`src/rtl/sa_pkg.sv`:
```
// -----------------------------------------------------------------------------
// sa_pkg
// Shared definitions for the Streaming-Accurate (SA) multi-lane bitstream
// generator: FSM state encoding, init-mode constants and the accumulator
// midpoint helper.
// -----------------------------------------------------------------------------
package sa_pkg;

  // Generator control states
  typedef enum logic [1:0] {
    ST_IDLE = 2'd0,
    ST_RUN  = 2'd1,
    ST_FIN  = 2'd2
  } sa_state_e;

  // Accumulator init modes, captured at start
  localparam logic SA_MODE_MID  = 1'b0;  // acc starts at L/2
  localparam logic SA_MODE_ZERO = 1'b1;  // acc starts at 0

  // Midpoint 2^(n-1) of an n-bit accumulator
  function automatic int unsigned sa_mid(input int unsigned n);
    return 32'd1 << (n - 32'd1);
  endfunction

endpackage

```
`src/rtl/sa_acc_lane.sv`:
```
// -----------------------------------------------------------------------------
// sa_acc_lane
// One SA lane: overflow accumulator plus the latched lane value. The emitted
// stream bit is the carry out of acc + k_reg, so the 1s are spread evenly.
// Optional feature macro: SA_ONES_CNT_EN (per-lane count of transferred 1s).
// Ports:
//   clk, rst_n  clock, synchronous active-low reset
//   load        capture k_in and initialise acc (start accepted)
//   init_zero   1: acc starts at 0, 0: acc starts at 2^(N-1)
//   adv         a beat was transferred; step the accumulator
//   k_in        lane value (N bits)
//   bit_out     current stream bit (combinational from registers)
//   ones        count of transferred 1s, or 0 without SA_ONES_CNT_EN
// -----------------------------------------------------------------------------
module sa_acc_lane
  import sa_pkg::*;
#(
  parameter int unsigned N = 7
) (
  input  logic         clk,
  input  logic         rst_n,
  input  logic         load,
  input  logic         init_zero,
  input  logic         adv,
  input  logic [N-1:0] k_in,
  output logic         bit_out,
  output logic [N:0]   ones
);

  localparam logic [N-1:0] MID = N'(sa_mid(N));

  logic [N-1:0] acc_r;
  logic [N-1:0] k_r;
  logic [N:0]   sum_s;

  // The MSB of the widened sum is the carry; the low N bits are the wrapped acc.
  assign sum_s   = {1'b0, acc_r} + {1'b0, k_r};
  assign bit_out = sum_s[N];

  // Accumulator and latched lane value
  always_ff @(posedge clk) begin
    if (!rst_n) begin
      acc_r <= MID;
      k_r   <= {N{1'b0}};
    end else if (load) begin
      acc_r <= init_zero ? {N{1'b0}} : MID;
      k_r   <= k_in;
    end else if (adv) begin
      acc_r <= sum_s[N-1:0];
      k_r   <= k_r;
    end else begin
      acc_r <= acc_r;
      k_r   <= k_r;
    end
  end

`ifdef SA_ONES_CNT_EN
  logic [N:0] ones_r;

  // Count of 1s actually handed to the consumer; at most 2^N so N+1 bits suffice
  always_ff @(posedge clk) begin
    if (!rst_n) begin
      ones_r <= {(N+1){1'b0}};
    end else if (load) begin
      ones_r <= {(N+1){1'b0}};
    end else if (adv) begin
      ones_r <= ones_r + {{N{1'b0}}, bit_out};
    end else begin
      ones_r <= ones_r;
    end
  end

  assign ones = ones_r;
`else
  assign ones = {(N+1){1'b0}};
`endif

endmodule

```
`src/rtl/sa_multi_stream_gen.sv`:
```
// -----------------------------------------------------------------------------
// sa_multi_stream_gen
// CH-lane Streaming-Accurate bitstream generator. Lane c encodes k[c]/2^N as a
// len-beat stream delivered over a valid/ready handshake, lanes in lock-step.
// Optional feature macro: SA_ONES_CNT_EN (drives ones_cnt; otherwise tied 0).
// Ports:
//   clk, rst_n  clock, synchronous active-low reset (aborts a stream, no done)
//   start       begin a stream; honoured only in IDLE
//   mode        0 = SA midpoint init, 1 = zero init; captured at start
//   len         beats per stream, 0..2^N; captured at start
//   k           lane c value in k[c*N +: N]; captured at start
//   busy        high while streaming
//   out_valid   x_out holds a beat
//   out_ready   consumer accepts the beat
//   x_out       one stream bit per lane
//   done        one-cycle pulse after the last beat (or for len = 0)
//   ones_cnt    per-lane count of transferred 1s, (N+1) bits per lane
// -----------------------------------------------------------------------------
module sa_multi_stream_gen
  import sa_pkg::*;
#(
  parameter int unsigned N  = 7,
  parameter int unsigned CH = 4
) (
  input  logic              clk,
  input  logic              rst_n,
  input  logic              start,
  input  logic              mode,
  input  logic [N:0]        len,
  input  logic [CH*N-1:0]   k,
  output logic              busy,
  output logic              out_valid,
  input  logic              out_ready,
  output logic [CH-1:0]     x_out,
  output logic              done,
  output logic [CH*(N+1)-1:0] ones_cnt
);

  sa_state_e  state_r;
  sa_state_e  state_n;
  logic [N:0] beat_cnt_r;
  logic [N:0] len_r;
  logic       busy_r;
  logic       valid_r;
  logic       done_r;
  logic       load_s;
  logic       adv_s;
  logic       last_s;
  logic       init_zero_s;

  assign init_zero_s = (mode == SA_MODE_ZERO);
  // len_r is never 0 in RUN, so len_r - 1 does not underflow there.
  assign last_s      = (beat_cnt_r == (len_r - {{N{1'b0}}, 1'b1}));

  // Next-state, lane load and beat-advance decode
  always_comb begin
    state_n = state_r;
    load_s  = 1'b0;
    adv_s   = 1'b0;
    case (state_r)
      ST_IDLE: begin
        if (start) begin
          if (len != {(N+1){1'b0}}) begin
            load_s  = 1'b1;
            state_n = ST_RUN;
          end else begin
            state_n = ST_FIN;
          end
        end else begin
          state_n = ST_IDLE;
        end
      end
      ST_RUN: begin
        if (out_ready) begin
          adv_s = 1'b1;
          if (last_s) begin
            state_n = ST_FIN;
          end else begin
            state_n = ST_RUN;
          end
        end else begin
          state_n = ST_RUN;
        end
      end
      ST_FIN: begin
        state_n = ST_IDLE;
      end
      default: begin
        state_n = ST_IDLE;
      end
    endcase
  end

  // State, beat counter, captured length and registered status outputs
  always_ff @(posedge clk) begin
    if (!rst_n) begin
      state_r    <= ST_IDLE;
      beat_cnt_r <= {(N+1){1'b0}};
      len_r      <= {(N+1){1'b0}};
      busy_r     <= 1'b0;
      valid_r    <= 1'b0;
      done_r     <= 1'b0;
    end else begin
      state_r <= state_n;
      busy_r  <= (state_n == ST_RUN);
      valid_r <= (state_n == ST_RUN);
      done_r  <= (state_n == ST_FIN);
      if (load_s) begin
        beat_cnt_r <= {(N+1){1'b0}};
        len_r      <= len;
      end else if (adv_s) begin
        beat_cnt_r <= beat_cnt_r + {{N{1'b0}}, 1'b1};
        len_r      <= len_r;
      end else begin
        beat_cnt_r <= beat_cnt_r;
        len_r      <= len_r;
      end
    end
  end

  assign busy      = busy_r;
  assign out_valid = valid_r;
  assign done      = done_r;

  for (genvar c = 0; c < CH; c++) begin : g_lane
    sa_acc_lane #(.N(N)) u_lane (
      .clk       (clk),
      .rst_n     (rst_n),
      .load      (load_s),
      .init_zero (init_zero_s),
      .adv       (adv_s),
      .k_in      (k[c*N +: N]),
      .bit_out   (x_out[c]),
      .ones      (ones_cnt[c*(N+1) +: (N+1)])
    );
  end

endmodule

```
`config.mk`:
```
export PLATFORM = sky130hd
export DESIGN_NAME = sa_multi_stream_gen
export DESIGN_NICKNAME = d
export VERILOG_FILES = /design/src/rtl/sa_pkg.sv /design/src/rtl/sa_acc_lane.sv /design/src/rtl/sa_multi_stream_gen.sv
export SDC_FILE = /design/constraint.sdc
export NUM_CORES = 1
export LEC_CHECK = 0
export ABC_AREA = 0
export CORE_ASPECT_RATIO = 1.1
export CORE_MARGIN = 1.5
export CORE_UTILIZATION = 60
export DETAILED_ROUTE_END_ITERATION = 8
export DONT_BUFFER_PORTS = 1
export PLACE_DENSITY = 0.76
export REMOVE_ABC_BUFFERS = 1
export SYNTH_ARGS = -nofsm -noshare
export SYNTH_HDL_FRONTEND = slang
export SYNTH_SLANG_ARGS = --single-unit
```
`constraint.sdc`:
```
create_clock -name clk -period 2.5 [get_ports clk]
set_input_delay 0.125 -clock clk [delete_from_list [all_inputs] [get_ports clk]]
set_output_delay 0.125 -clock clk [all_outputs]
set_load 0.02 [all_outputs]
```
== After elaboration in Yosys (flattened, before gate mapping) ==
Cells that the tools add are included.

* Output and inout bits: 39
* Flip-flop bits (word level): 76

* Reductions and logical operators: 4
* Add/subtract/negate cells: 6
* Muxes and demuxes: 19
* Equality and inequality tests: 4
* Bitwise operators: 1

{| class="wikitable"
|+ Operators by type and width
! operator !! count
|-
| $mux 7 || 9
|-
| $add 7x7->8 || 4
|-
| $add 8x1->8 const B || 1
|-
| $eq 8x8->1 || 1
|-
| $mux 2 || 4
|-
| $reduce_bool 8->1 || 1
|-
| $sub 8x1->8 const B || 1
|-
| $mux 1 || 5
|-
| $eq 2x1->1 const B || 2
|-
| $pmux 2 s2 || 1
|-
| $eq 2x2->1 const B || 1
|-
| $logic_not 2->1 || 1
|-
| $reduce_bool 2->1 || 1
|-
| $reduce_or 2->1 || 1
|-
| $not 1->1 || 1
|}

== Logic depth before layout (Yosys ltp) ==
Gate-level depths: netlist (run 1).

* Word-level depth: 6
* Depth in mapped cells: 8
* Depth with buffers taken out: 8

== Hierarchy ==
A second synthesis (run 1) with hierarchy kept.

* Cell total of the unflattened synthesis: 480
* Area total of the unflattened synthesis: 4605.7 um^2

{| class="wikitable"
|+ Modules (own cells, without submodules)
! module !! instances !! cells each !! area an instance (um^2)
|-
| sa_acc_lane || 4 || 90 || 883.3
|-
| sa_multi_stream_gen || 1 || 120 || 1072.3
|}

== Least setup slack after synthesis (run 1) ==
Ideal clock, no wire load.

* Path type: register to register
* Start point: register len_r[0]
* End point: register valid_r, in the netlist out_valid
* Cell stages (with the launch flop): 9
* Slack: 634 ps
* Arrival: 1747 ps
* Clock period less this slack: 1866 ps
* Path through: dfxtp_1 -> clkbuf_1 -> inv_1 -> ha_1 -> nor3b_1 -> xnor2_1 -> nor4_2 -> nand3_1 -> o221a_2

* Longest elaborated chain between the ends: 6

{| class="wikitable"
|+ RTL lines
! what !! line !! RTL
|-
| start, declared || sa_multi_stream_gen.sv:42 || <nowiki>logic [N:0] len_r;</nowiki>
|-
| start signal, assigned || sa_multi_stream_gen.sv:99 || <nowiki>len_r <= {(N+1){1'b0}};</nowiki>
|-
| start signal, assigned || sa_multi_stream_gen.sv:110 || <nowiki>len_r <= len;</nowiki>
|-
| start signal, assigned || sa_multi_stream_gen.sv:113 || <nowiki>len_r <= len_r;</nowiki>
|-
| $sub 8x1->8 || sa_multi_stream_gen.sv:53 || <nowiki>assign last_s = (beat_cnt_r == (len_r - {{N{1'b0}}, 1'b1}));</nowiki>
|-
| $eq 8x8->1 || sa_multi_stream_gen.sv:53 ||
|-
| $mux 2 || sa_multi_stream_gen.sv:76 || <nowiki>if (last_s) begin</nowiki>
|-
| $mux 2 || sa_multi_stream_gen.sv:74 || <nowiki>if (out_ready) begin</nowiki>
|-
| $pmux 2 s2 || sa_multi_stream_gen.sv:60 || <nowiki>case (state_r)</nowiki>
|-
| $eq 2x1->1 || sa_multi_stream_gen.sv:106 || <nowiki>valid_r <= (state_n == ST_RUN);</nowiki>
|-
| end signal, assigned || sa_multi_stream_gen.sv:106 ||
|-
| end, declared || sa_multi_stream_gen.sv:44 || <nowiki>logic valid_r;</nowiki>
|}

No other way between the ends.
A chain may end at the register's enable or synchronous reset.

== Worst setup path after layout (run 1) ==
* Start point: register g_lane[0].u_lane.k_r[1]
* End point: output port x_out[0]

* Longest elaborated chain between the ends: 1

{| class="wikitable"
|+ RTL lines
! what !! line !! RTL
|-
| start, declared || sa_acc_lane.sv:33 || <nowiki>logic [N-1:0] k_r;</nowiki>
|-
| start signal, assigned || sa_acc_lane.sv:44 || <nowiki>k_r <= {N{1'b0}};</nowiki>
|-
| start signal, assigned || sa_acc_lane.sv:47 || <nowiki>k_r <= k_in;</nowiki>
|-
| start signal, assigned || sa_acc_lane.sv:50 || <nowiki>k_r <= k_r;</nowiki>
|-
| $add 7x7->8 || sa_acc_lane.sv:37 || <nowiki>assign sum_s = {1'b0, acc_r} + {1'b0, k_r};</nowiki>
|-
| end, declared || sa_multi_stream_gen.sv:34 || <nowiki>output logic [CH-1:0] x_out,</nowiki>
|}

No other way between the ends.

==> results.ini, run 1 <==
[detailed_routing]
drt_iter0_drc = 191
wl_per_cell_um = 14.54
postRouteAntennaNets = 0
via_per_inst = 5.567
num_vias = 3719
drcViolationCount = 0
drt-total-wl_um = 9715
dr.pass1.iters = 4

[power]
comb_power_share = 0.166
p_sw_w = 0.0007823
leakage_nw = 2.080
power_w = 0.002823
p_seq_frac = 0.461
irDropWorstVdd_uv = 283.7
switching_share = 0.2771
p_clk_frac = 0.373
pwr_density_cell_nw_per_um2 = 550.5
p_int_w = 0.002040

[clocking]
cts-root-buf = clkbuf_8
path_clk_slew_ns = 0.08
clock_latency_ns = 0.35
htreeDepth = 3
cts_buffers = 9
postCtsSetupRepairBufs = 0
cts.path.max_buffers = 2
cts.sink_count = 76
cts_tree = built

[global_routing]
grt_pass1_wl_um = 15990
grt_max_degree = 74
gr-usage-all-layers = 0.2475
antenna_found_initial = 0
grt-ovfl-total = 0
grt_pass1_vias = 3596

[sta]
rsz0062_at_grt = false
slew_violations = 0
fin_hold_ws_ns = 0.06384
final-hold-violation-count = 0
slew_headroom = 0.5009
timing.setup.tns_ns = 0
worst_pin_slew_ns = 0.7463
fmax_ghz = 0.4470
min_period_ns = 2.237
finalSetupViolations = 0
fin_crit_sh = 0.8948
setup_ws_ns = 0.2630
finalClockSkew_ns = 0.006683

[worst_setup_path]
critical-path-top-delay-family = compound AO/OA/AOI/OAI gates
end_kind = output pin
worstSetupPathDepth = 6
slowest_delay_ns = 0.36
crit_slowest_cell = a211oi_1
r2r_slack_ns = 0.44
cp.buffers_inverters = 1
path_cells = ha_1 -> a211oi_1 -> o21bai_1 -> a21oi_1 -> o21ai_0 -> buf_4
worstPathRequired_ns = 2.38
r2r_start = len_r[0]
crit_end = x_out[0]
rr_endpoint = state_r[1]
critPathKind = reg -> out
worstPathMaxFanout = 3
cp-start-kind = register
arrival_ns = 2.11
reg2reg_depth = 7
crit_start = g_lane[0].u_lane.k_r[1]

[synth]
synth.yosys.seq_area_share = 0.3317
syn_inst = 550
synth_edf_count = 0
synthFlopType = dfxtp_1
synth_cell_type_count = 49
avgSynthCellArea_sq_um = 8.340
ys_ff_latch = 76
ys_async_sr_fraction = 0
yosysWarnings = 0
synthesis.area_sq_um = 4587

[die]
start_util = 0.6172
io_pins = 80
die_h_um = 94.70
num_rows = 33
die_w_um = 86.37
die-area_sq_um = 8179
core_sq_um = 7432

[finish]
multi_input_area_sq_um = 2714
fin_nets = 651
regArea_sq_um = 1521
fillers = 622
syn2layout_area_growth_pct = 11.78
fin_util = 0.6899
drive_gt1_frac = 0.07401
diodes = 0

[place]
io_buffer_count = 0
preCtsSetupSlack_ns = 0.4783
place_congestion = 0.8286
dp_hpwl_um = 6438

[worst_hold_path]
min_path_type = in -> reg

[run]
cap_violations = 0

[run_status]
outcome = complete, no violations

## registers in the layout, indices dropped and copies added (netlist names)
signal               cells
beat_cnt_r               8
done                     1
g_lane.u_lane.acc_r     28
g_lane.u_lane.k_r       28
len_r                    8
out_valid                1
state_r                  2
## how the worst min path moves through the flow
stage | start | to | cells after the start
3_5_place_dp | rst_n | g_lane[3].u_lane.acc_r[6] | 1
5_1_grt | rst_n | g_lane[2].u_lane.acc_r[5] | 2
4_1_cts | rst_n | g_lane[2].u_lane.acc_r[5] | 2
3_3_place_gp | rst_n | g_lane[1].u_lane.acc_r[6] | 1
6_report | rst_n | g_lane[3].u_lane.acc_r[5] | 2
2_1_floorplan | rst_n | g_lane[0].u_lane.acc_r[6] | 1
## cells by family after synthesis
family	Yosys count	synth area share
buffers and inverters	83	0.1037
XOR/XNOR	22	0.04201
AO/OA/AOI/OAI	140	0.2119
adder cells (fa/ha/maj)	34	0.09929
other	1	0.0008175
AND/OR/NAND/NOR	194	0.2106
flip-flops	76	0.3317
## per-stage QoR
step | cells | cell area [sq um]
4_1_cts | 668 | 5127
3_3_place_gp | 615 | 4514
2_1_floorplan | 516 | 4295
3_5_place_dp | 615 | 4514
6_report | 668 | 5127
5_1_grt | 668 | 5127
## layout by cell type (no fill, tap or decap), drive strengths merged, types with 2 or more instances in the layout
| cell type | instances |
|---|---|
| or4 | 2 |
| a21oi | 20 |
| o221a | 2 |
| dlygate4sd3 | 36 |
| nand2 | 94 |
| fa | 4 |
| nor2 | 14 |
| nor2b | 13 |
| inv | 18 |
| o2bb2ai | 4 |
| buf | 13 |
| nand4 | 12 |
| a21boi | 44 |
| a22oi | 2 |
| xor2 | 9 |
| a21o | 5 |
| xnor2 | 13 |
| nor3b | 7 |
| o21bai | 5 |
| o2111ai | 2 |
| nand3 | 18 |
| o211ai | 4 |
| nor4 | 3 |
| o21a | 5 |
| nor3 | 10 |
| a211oi | 12 |
| bufinv | 2 |
| conb | 32 |
| clkinvlp | 3 |
| o31a | 4 |
| and2 | 10 |
| o21ai | 26 |
| ha | 30 |
| o2111a | 3 |
| dfxtp | 76 |
| or4b | 4 |
| or3 | 5 |
| clkbuf | 10 |
## worst reg2reg max path, delay by kind of cell, from the launching register on
family / cells / cell delay (ns)
AO/OA/AOI/OAI: 2 / 0.43
flip-flops: 1 / 0.47
buffers and inverters: 1 / 0.08
AND/OR/NAND/NOR: 2 / 0.55
adder cells (fa/ha/maj): 1 / 0.28
XOR/XNOR: 1 / 0.16
## cell type report
type | count | share of cell area
multi-input cells | 422 | 0.5293
flip-flops and latches | 76 | 0.2967
repair buffers | 49 | 0.09566
clock buffers | 10 | 0.02684
well taps | 87 | 0.02123
clock inverters | 6 | 0.01708
inverters | 18 | 0.01318
## power by group through the flow
stage	registers (W)	clock network, W	logic (W)
4_1_cts	0.00130	0.00107	0.000466
6_report	0.00130	0.00105	0.000469
2_1_floorplan	0.00132	0	0.000309
5_1_grt	0.00131	0.00111	0.000521
3_5_place_dp	0.00133	0	0.000399
3_3_place_gp	0.00133	0	0.000382
## synth_stat cells, types with 10 or more instances
cell | number | share of area
clkbuf_1 | 16 | 0.013
buf_4 | 39 | 0.064
nand4_1 | 12 | 0.016
inv_1 | 18 | 0.015
a21boi_0 | 24 | 0.039
a211oi_1 | 12 | 0.020
nor3_1 | 10 | 0.011
nand3_1 | 18 | 0.020
a21boi_1 | 20 | 0.033
and2_1 | 10 | 0.014
ha_1 | 30 | 0.082
o21ai_0 | 21 | 0.023
xnor2_1 | 13 | 0.025
dfxtp_1 | 76 | 0.33
nor2_1 | 13 | 0.011
nor2b_1 | 13 | 0.018
a21oi_1 | 20 | 0.022
nand2_1 | 93 | 0.076
## metal layers
layer / GRT usage / share of wire
met5: 0 / 0
met4: 0.09812 / 0.019
met3: 0.04108 / 0.034
met2: 0.4453 / 0.51
met1: 0.2918 / 0.43
## what timing repair did
item,in CTS,in global routing
hold endpoints to repair,70,0
endpoints found under the setup margin,0,0
gates resized for setup,0,0
hold buffers,37,0
No activity file was read; power rests on OpenSTA's default activity.
==> run 2: changes to the inputs <==
--- a/config.mk
+++ b/config.mk
@@ -7,10 +7,11 @@
 export LEC_CHECK = 0
 export ABC_AREA = 0
-export CORE_ASPECT_RATIO = 1.1
+export CELL_PAD_IN_SITES_DETAIL_PLACEMENT = 0
+export CELL_PAD_IN_SITES_GLOBAL_PLACEMENT = 1
 export CORE_MARGIN = 1.5
-export CORE_UTILIZATION = 60
+export CORE_UTILIZATION = 48
 export DETAILED_ROUTE_END_ITERATION = 8
 export DONT_BUFFER_PORTS = 1
-export PLACE_DENSITY = 0.76
+export PLACE_DENSITY_LB_ADDON = 0.1
 export REMOVE_ABC_BUFFERS = 1
 export SYNTH_ARGS = -nofsm -noshare
==> constraint.sdc (replaced) <==
create_clock -name clk -period 2.5 [get_ports clk]
set_input_delay 0.375 -clock clk [delete_from_list [all_inputs] [get_ports clk]]
set_output_delay 0.375 -clock clk [all_outputs]
set_load 0.02 [all_outputs]
==> run 2 against run 1 <==
Compared with the run above:
- flip-flop and latch count stayed put
- power is 10% lower
- count of clock-buffer cells in the layout is 3 higher
- wire length is 4.8% lower
- combinational power is 14% lower
- critical path depth stayed put
- global-route usage is 5.3 points lower
- fmax is 4.4% lower
- non-clock buffer count is 36 lower
- first-iteration DRC count is 51% lower
- highest routed layer unchanged
==> results.ini, run 2 (synthesized netlist as in run 1, its figures left out) <==
[run_status]
outcome = complete, no violations

[worst_setup_path]
critical-path-top-delay-family = compound AO/OA/AOI/OAI gates
end_kind = output pin
critPathKind = reg -> out
reg2reg_depth = 7  ; unchanged
rr_endpoint = out_valid
cp.buffers_inverters = 1  ; unchanged
r2r_start = len_r[1]
path_cells = ha_1 -> a211oi_1 -> o21bai_1 -> a21oi_1 -> o21ai_0 -> buf_4
r2r_slack_ns = 0.59  ; +0.15 ns
worstPathRequired_ns = 2.12  ; -0.26 ns
arrival_ns = 1.96  ; -0.15 ns
slowest_delay_ns = 0.33  ; -0.03 ns
worstSetupPathDepth = 6  ; unchanged
cp-start-kind = register
worstPathMaxFanout = 3  ; unchanged
crit_slowest_cell = dfxtp_1

[sta]
worst_pin_slew_ns = 0.5668  ; -0.1795 ns
slew_violations = 0  ; unchanged
finalClockSkew_ns = 0.009953  ; +0.003270 ns
fin_crit_sh = 0.9360  ; +0.04118
setup_ws_ns = 0.1600  ; -0.1030 ns
finalSetupViolations = 0  ; unchanged
slew_headroom = 0.6221  ; +0.1212
final-hold-violation-count = 0  ; unchanged
fmax_ghz = 0.4274  ; -4.4%
min_period_ns = 2.340  ; +0.1030 ns
rsz0062_at_grt = false

[finish]
final_common_cell = nand2_1
fillers = 894  ; +44%
fin_util = 0.5155  ; -0.1744
syn2layout_area_growth_pct = 3.846
drive_gt1_frac = 0.07721  ; +0.003196
layout_common_cells = nand2_1 (93), dfxtp_1 (76), conb_1 (32)
diodes = 0  ; unchanged
reg_top3 = g_lane.u_lane.acc_r (28), g_lane.u_lane.k_r (28)
fin_nets = 615  ; -5.5%

[die]
num_rows = 35  ; +6.1%
start_util = 0.4964  ; -0.1208
die_h_um = 100.8  ; +6.4%
io_pins = 80  ; unchanged
core_sq_um = 9240  ; +24%
die-area_sq_um = 10150  ; +24%
die_w_um = 100.8  ; +17%

[clocking]
path_clk_slew_ns = 0.07  ; about the same
htreeDepth = 3  ; unchanged
clock_latency_ns = 0.34  ; about the same
cts_hold_buf = 0  ; -100%
cts.sink_count = 76  ; unchanged
cts.path.max_buffers = 2  ; unchanged
cts_tree = built
cts_buffers = 9  ; unchanged
cts-root-buf = clkbuf_8

[detailed_routing]
via_per_inst = 5.284  ; -5.1%
postRouteAntennaNets = 0  ; unchanged
num_vias = 3556  ; -4.4%
drt_iter0_drc = 93  ; -51%
drt-total-wl_um = 9249  ; -4.8%
wl_per_cell_um = 13.74  ; -5.5%
drcViolationCount = 0  ; unchanged
dr.pass1.iters = 4  ; unchanged

[power]
p_clk_frac = 0.328  ; -0.045
switching_share = 0.2810  ; +0.003872
comb_power_share = 0.158  ; -0.008
p_sw_w = 0.0007126  ; -8.9%
pwr_density_cell_nw_per_um2 = 532.4  ; -3.3%
leakage_nw = 1.913  ; -8.0%
p_seq_frac = 0.513  ; +0.052
p_int_w = 0.001823  ; -11%
irDropWorstVdd_uv = 224.5  ; -21%

[place]
dp_hpwl_um = 6420  ; -0.29%
io_buffer_count = 0  ; unchanged
place_congestion = 0.7772  ; -6.2%
preCtsSetupSlack_ns = 0.4076  ; -0.07071 ns

[global_routing]
grt_pass1_vias = 3272  ; -9.0%
gr-usage-all-layers = 0.1949  ; -0.05257
grt-ovfl-total = 0  ; unchanged
grt_max_degree = 78  ; +5.4%
grt_pass1_wl_um = 15700  ; -1.8%
antenna_found_initial = 0  ; unchanged

[worst_hold_path]
whs_path_depth = 1  ; -1
hp-start = rst_n
min_to = g_lane[2].u_lane.acc_r[6]
min_path_type = in -> reg

[run]
cap_violations = 0  ; unchanged

run 2: metal layers:
metal	wire length, um	vias to the layer above	track usage
met5	0	-	0
met4	129	0	0.05850
met3	454	11	0.03537
met2	4181	84	0.3238
met1	4482	1635	0.2580
li1	-	1826	-
run 2: power groups by stage:
| stage | Clock (W) | Sequential, W | Combinational [W] |
|---|---|---|---|
| after floorplan | 0 | 0.00132 | 0.000309 |
| after global placement | 0 | 0.00133 | 0.000398 |
| after detailed placement | 0 | 0.00133 | 0.000403 |
| after CTS | 0.000873 | 0.00130 | 0.000405 |
| after global routing | 0.000924 | 0.00131 | 0.000454 |
| final | 0.000833 | 0.00130 | 0.000401 |
run 2: worst max path at each step:
stage / startpoint / endpoint / slack (ns)
2_1_floorplan: len[3] / out_valid / -0.20
3_3_place_gp: len[3] / g_lane[3].u_lane.acc_r[6] / 0.40
3_5_place_dp: len[3] / g_lane[3].u_lane.acc_r[6] / 0.41
4_1_cts: g_lane[0].u_lane.k_r[1] / x_out[0] / 0.11
5_1_grt: g_lane[1].u_lane.k_r[1] / x_out[1] / 0.01
6_report: g_lane[1].u_lane.k_r[1] / x_out[1] / 0.16
run 2: what timing repair did:
action                                 in CTS  in global routing
setup buffers                               0                  0
gates resized for setup                     0                  2
endpoints found under the hold margin       0                  0
setup endpoints to repair                   0                  2
run 2: final cells by class:
| cell class | count | area, sq um | area share |
|---|---|---|---|
| clock inverter | 2 | 10.01 | 0.002101 |
| sequential | 76 | 1521 | 0.3194 |
| timing repair buffer | 13 | 122.6 | 0.02574 |
| inverter | 18 | 67.56 | 0.01418 |
| clock buffer | 13 | 158.9 | 0.03336 |
| multi-input combinational | 422 | 2721 | 0.5713 |
| tap | 129 | 161.4 | 0.03388 |
run 2: through the flow:
stage          instances  instance area, sq um  hold WS [ns]  TNS (ns)  total power, W
2_1_floorplan        516                  4295        0.4394    -1.586        0.001628
3_3_place_gp         658                  4587        0.4513         0        0.001727
3_5_place_dp         658                  4587        0.4542         0        0.001734
4_1_cts              673                  4756        0.1094         0        0.002581
5_1_grt              673                  4763        0.1156         0        0.002687
6_report             673                  4763        0.1185         0        0.002536
